--- src/rtl/apb_mem_slave_p_if.sv ---
// APB bus bundle between a master and apb_mem_slave_p; widths follow the slave parameters.
interface apb_mem_slave_p_if #(
  parameter int DATA_W = 8,
  parameter int ADDR_W = 8,
  parameter int SEL_W  = 2,
  parameter int WAIT_W = 8
);
  logic [SEL_W-1:0]  sel;
  logic              enable;
  logic              write;
  logic [ADDR_W-1:0] addr;
  logic [DATA_W-1:0] wdata;
  logic [WAIT_W-1:0] wait_cycles;
  logic              ready;
  logic [DATA_W-1:0] rdata;
  logic              slverr;

  modport master (
    output sel, enable, write, addr, wdata, wait_cycles,
    input  ready, rdata, slverr
  );

  modport slave (
    input  sel, enable, write, addr, wdata, wait_cycles,
    output ready, rdata, slverr
  );
endinterface

--- src/rtl/apb_mem_slave_p.sv ---
// APB slave in front of a synchronous single-port memory, with programmable wait states,
// out-of-range slverr and abort handling.
//   state  | meaning
//   IDLE   | waiting for a setup cycle (sel==ID, enable==0); read strobe issued here
//   ACCESS | counting wait states; completes when cnt==0 with enable and sel held
module apb_mem_slave_p #(
  parameter int DATA_W = 8,
  parameter int ADDR_W = 8,
  parameter int SEL_W  = 2,
  parameter int ID     = 1,
  parameter int DEPTH  = 256,
  parameter int WAIT_W = 8
) (
  input  logic                     clk,
  input  logic                     reset_n,
  apb_mem_slave_p_if.slave         bus,
  output logic                     mem_wren,
  output logic                     mem_rden,
  output logic [$clog2(DEPTH)-1:0] mem_addr,
  output logic [DATA_W-1:0]        mem_wdata,
  input  logic [DATA_W-1:0]        mem_rdata
);
  localparam int MAW = $clog2(DEPTH);
  localparam logic [ADDR_W:0]  DEPTH_A = (ADDR_W+1)'(DEPTH);
  localparam logic [SEL_W-1:0] ID_S    = SEL_W'(ID);

  typedef enum logic {IDLE, ACCESS} state_t;

  state_t            state, state_nxt;
  logic [WAIT_W-1:0] cnt;
  logic [MAW-1:0]    addr_q;
  logic [DATA_W-1:0] wdata_q;
  logic [DATA_W-1:0] rdata_q;
  logic              write_q;
  logic              err_q;
  logic              first_q;
  logic              selected;
  logic              setup;
  logic              addr_err;
  logic              ready;

  assign selected = (bus.sel == ID_S);
  assign setup    = (state == IDLE) && selected && !bus.enable;
  assign addr_err = ({1'b0, bus.addr} >= DEPTH_A);
  assign ready    = (state == ACCESS) && (cnt == '0) && bus.enable && selected;

  always_ff @(posedge clk) begin
    if (!reset_n) state <= IDLE;
    else          state <= state_nxt;
  end

  always_comb begin
    state_nxt = state;
    mem_rden  = 1'b0;
    mem_addr  = addr_q;
    case (state)
      IDLE: begin
        mem_addr = bus.addr[MAW-1:0];
        if (setup) begin
          state_nxt = ACCESS;
          mem_rden  = !bus.write && !addr_err;
        end
      end
      ACCESS: begin
        // completion and abort both return to IDLE
        if (!selected || !bus.enable || cnt == '0) state_nxt = IDLE;
      end
      default: state_nxt = IDLE;
    endcase
  end

  always_ff @(posedge clk) begin
    if (!reset_n) begin
      cnt     <= '0;
      addr_q  <= '0;
      wdata_q <= '0;
      rdata_q <= '0;
      write_q <= 1'b0;
      err_q   <= 1'b0;
      first_q <= 1'b0;
    end else if (setup) begin
      cnt     <= bus.wait_cycles;
      addr_q  <= bus.addr[MAW-1:0];
      wdata_q <= bus.wdata;
      write_q <= bus.write;
      err_q   <= addr_err;
      first_q <= 1'b1;
    end else if (state == ACCESS) begin
      first_q <= 1'b0;
      // memory data is only valid in the first ACCESS cycle, so hold it for later completions
      if (first_q) rdata_q <= mem_rdata;
      if (bus.enable && cnt != '0) cnt <= cnt - WAIT_W'(1);
    end
  end

  assign mem_wren   = ready && write_q && !err_q;
  assign mem_wdata  = wdata_q;
  assign bus.ready  = ready;
  assign bus.slverr = ready && err_q;
  assign bus.rdata  = (ready && !err_q) ? (first_q ? mem_rdata : rdata_q) : '0;
endmodule

--- src/flat_wrapper.sv ---
// flat-port wrapper written by rule: the top's interface ports become plain ports
module apb_mem_slave_p_flat 
#(
  parameter int DATA_W = 8,
  parameter int ADDR_W = 8,
  parameter int SEL_W  = 2,
  parameter int ID     = 1,
  parameter int DEPTH  = 256,
  parameter int WAIT_W = 8
)
  (clk, reset_n, mem_wren, mem_rden, mem_addr, mem_wdata, mem_rdata, bus_sel, bus_enable, bus_write, bus_addr, bus_wdata, bus_wait_cycles, bus_ready, bus_rdata, bus_slverr);
  apb_mem_slave_p_if #(.DATA_W(DATA_W), .ADDR_W(ADDR_W), .SEL_W(SEL_W), .WAIT_W(WAIT_W)) bus_i ();
  input  logic clk;
  input  logic reset_n;
  output logic mem_wren;
  output logic mem_rden;
  output logic [$clog2(DEPTH)-1:0] mem_addr;
  output logic [DATA_W-1:0] mem_wdata;
  input  logic [DATA_W-1:0] mem_rdata;
  input wire logic [$bits(bus_i.sel)-1:0] bus_sel;
  input wire logic [$bits(bus_i.enable)-1:0] bus_enable;
  input wire logic [$bits(bus_i.write)-1:0] bus_write;
  input wire logic [$bits(bus_i.addr)-1:0] bus_addr;
  input wire logic [$bits(bus_i.wdata)-1:0] bus_wdata;
  input wire logic [$bits(bus_i.wait_cycles)-1:0] bus_wait_cycles;
  output wire logic [$bits(bus_i.ready)-1:0] bus_ready;
  output wire logic [$bits(bus_i.rdata)-1:0] bus_rdata;
  output wire logic [$bits(bus_i.slverr)-1:0] bus_slverr;
  assign bus_i.sel = bus_sel;
  assign bus_i.enable = bus_enable;
  assign bus_i.write = bus_write;
  assign bus_i.addr = bus_addr;
  assign bus_i.wdata = bus_wdata;
  assign bus_i.wait_cycles = bus_wait_cycles;
  assign bus_ready = bus_i.ready;
  assign bus_rdata = bus_i.rdata;
  assign bus_slverr = bus_i.slverr;
  apb_mem_slave_p #(.DATA_W(DATA_W), .ADDR_W(ADDR_W), .SEL_W(SEL_W), .ID(ID), .DEPTH(DEPTH), .WAIT_W(WAIT_W)) u_core (.clk(clk), .reset_n(reset_n), .bus(bus_i), .mem_wren(mem_wren), .mem_rden(mem_rden), .mem_addr(mem_addr), .mem_wdata(mem_wdata), .mem_rdata(mem_rdata));
endmodule
--- config.mk ---
export PLATFORM = sky130hd
export DESIGN_NAME = apb_mem_slave_p_flat
export DESIGN_NICKNAME = d
export VERILOG_FILES = /design/src/rtl/apb_mem_slave_p_if.sv /design/src/rtl/apb_mem_slave_p.sv /design/src/flat_wrapper.sv
export SDC_FILE = /design/constraint.sdc
export NUM_CORES = 1
export LEC_CHECK = 0
export CORE_UTILIZATION = 40
export DETAILED_ROUTE_END_ITERATION = 12
export MAX_ROUTING_LAYER = met4
export PLACE_DENSITY_LB_ADDON = 0.3
export SLEW_MARGIN = 20
export SYNTH_ARGS = -nofsm -noshare
export SYNTH_HDL_FRONTEND = slang
export SYNTH_SLANG_ARGS = --single-unit
--- constraint.sdc ---
create_clock -name clk -period 3.9 [get_ports clk]
set_clock_uncertainty 0.2 [all_clocks]
set_input_delay 0.78 -clock clk [delete_from_list [all_inputs] [get_ports clk]]
set_output_delay 0.78 -clock clk [all_outputs]
set_load 0.02 [all_outputs]
==> impl_metrics.json <==
{
  "pwr_density_cell_nw_per_um2": 308.9,
  "drt_first_pass_iters": 6,
  "worst_setup_path_start_kind": "primary input",
  "clk_path_buf_depth": 2,
  "syn_nets": 252,
  "instances_no_fill": 328,
  "synth_top_area_cell": "dfxtp_1",
  "cp_data_required_time_ns": 2.92,
  "end_kind": "output port",
  "core_area_um2": 4029,
  "vdd_ir_drop_max_mv": 0.2073,
  "route.detailed.drc": 0,
  "grt_first_pass_wirelength_mm": 6.382,
  "power_uw": 761.8,
  "postSynthCellCount": 213,
  "start_util": 0.4193,
  "drv_cap": 0,
  "vias": 1662,
  "synthArstFlopShare": 0,
  "hold_class": "register to register",
  "grt_setup_unrepaired": "no",
  "first_global_vias": 1495,
  "period_minus_slack_ns": 3.598,
  "die_h_um": 66.99,
  "first_iter_violations": 106,
  "syn_area_per_cell_um2": 7.930,
  "track_usage": 0.1926,
  "worst-path-max-fanout": 10,
  "timing.fmax_mhz": 277.9,
  "ys_ff_latch": 35,
  "wl_per_cell_um": 11.99,
  "drv_slew": 0,
  "yosys.cell_types.count": 35,
  "synth_edf_count": 0,
  "io_buffer_count": 64,
  "ctsHoldBuffers": 0,
  "hold_viol": 0,
  "critPathKind": "primary input to output port",
  "tightest_slew_ns": 0.7395,
  "ys.flop_type": "dfxtp_1",
  "slew_headroom": 0.5063,
  "path_cells": "clkdlybuf4s50_1 > nand3_1 > nor3_2 > nand3_2 > nor2_1 > clkdlybuf4s50_1",
  "place_hpwl_mm": 2.759,
  "insertion_delay_ns": 0.27,
  "row_count": 23,
  "crit_top_cell": "clkdlybuf4s50_1",
  "post-cts-setup-buffer-count": 0,
  "finalWirelength_mm": 3.932,
  "leakage_uw": 0.0008186,
  "finalCritPeriodShare": 0.9225,
  "grt_max_degree": 29,
  "ys_top_cells_by_count": "nand2_1 (48), dfxtp_1 (35), a21oi_1 (31), nor2_1 (19), nand3_1 (12)",
  "die-area_um2": 4487,
  "cts_tree": "built",
  "h-tree-depth": 2,
  "antenna_cells": 0,
  "synth.most_common_cell": "nand2_1",
  "drive_gt1_frac": 0.09712,
  "syn_to_final_growth_pct": 46.00,
  "synth_area_um2": 1689,
  "cts_resized": 0,
  "gr-total-overflow": 0,
  "via_per_inst": 5.067,
  "synth_top_area_share": 0.4148,
  "regArea_um2": 700.7,
  "clk_root_buffer_cell": "clkbuf_8",
  "place_ws_ns": 0.2803,
  "multi_input_area_um2": 909.6,
  "cp.arrival_ns": 2.62,
  "crit_path_max_incr_delay_ns": 0.62,
  "placed_cells": 320,
  "clk_pin_slew_ns": 0.07,
  "gp_routability_congestion": 0.7986,
  "fin_nets": 316,
  "fin_ws_ns": 0.3021,
  "antenna_left": 0,
  "numCtsBuffers": 5,
  "cts_sinks": 35,
  "tns_ns": 0,
  "status": "complete, no violations",
  "io_pins": 66,
  "fillCellCount": 372,
  "ys_warn_count": 0,
  "finalSetupViolations": 0,
  "die_w_um": 66.99,
  "synth.area.top_cells": "dfxtp_1 (41%), nand2_1 (11%), a21oi_1 (9.2%)",
  "antenna_found_initial": 0,
  "critical-path-slowest-cell": "clkdlybuf4s50_1",
  "synth-seq-area-share": 0.4148
}
## worst paths after layout
check | from | end | slack [ns] | depth (start not counted)
worst max-delay path | bus_enable | bus_rdata[6] | 0.30 | 6
worst min-delay path | u_core.addr_q[1] | u_core.addr_q[1] | 0.26 | 2
worst max register to register | u_core.state | u_core.cnt[5] | 2.11 | 5
worst min register to register | u_core.addr_q[1] | u_core.addr_q[1] | 0.26 | 2
## metrics by stage
stage	util	hold slack [ns]	area, µm²
after floorplan	-	0.2329	1689
after global placement	0.5910	0.2397	2381
after detailed placement	0.5910	0.2468	2381
after CTS	0.6121	0.2562	2466
after global routing	0.6121	0.2701	2466
final	0.6121	0.2555	2466
## cells in the final DEF (no fill, tap or decap), types with 3 or more instances in the layout
master and n:
clkdlybuf4s50_1 64, dfxtp_1 35, mux2i_1 9, nand3_1 12
nor3_1 3, clkbuf_8 5, nor2_1 19, o21ai_0 5
mux2_2 7, buf_4 6, nand2_1 48, a21oi_1 31
inv_1 5
## registers in the layout, summed over array words and instances, names as in the netlist
signal	flops
u_core.state	1
u_core.rdata_q	8
u_core.first_q	1
u_core.write_q	1
u_core.mem_wdata	8
u_core.addr_q	8
u_core.cnt	8
## metal layers
layer,share of wire,GRT usage,up-vias
met5,0,-,-
met4,0.0066,0.04787,0
met3,0.052,0.05822,2
met2,0.48,0.3232,44
met1,0.46,0.2230,763
li1,-,-,853
## critical path, delay by kind of cell
| kind | cells | cell delay [ns] |
|---|---|---|
| buffers and inverters | 2 | 1.10 |
| and+or+nand+nor | 4 | 0.73 |
## power by group
| part | switching (µW) | internal [µW] |
|---|---|---|
| registers | 12.2 | 368 |
| logic | 57.4 | 72.0 |
| clock network | 127 | 125 |
| total | 197 | 565 |
## cells by family after synthesis
| logic type | after synthesis | synth area share |
|---|---|---|
| AO/OA/AOI/OAI | 47 | 0.1637 |
| XOR/XNOR | 1 | 0.005186 |
| adder cells (fa/ha/maj) | 1 | 0.007406 |
| buffers and inverters | 19 | 0.04963 |
| flip-flops | 35 | 0.4148 |
| multiplexers | 17 | 0.1067 |
| other | 1 | 0.002220 |
| AND/OR/NAND/NOR | 92 | 0.2504 |
## cell type report
type                            count  area share
Tap cell                           50     0.02537
Sequential cell                    35      0.2841
Clock buffer                        6     0.02943
Timing Repair Buffer               70      0.2780
Multi-Input combinational cell    159      0.3688
Clock inverter                      2    0.005074
Inverter                            6    0.009132
(Power assumes the default switching activity.)
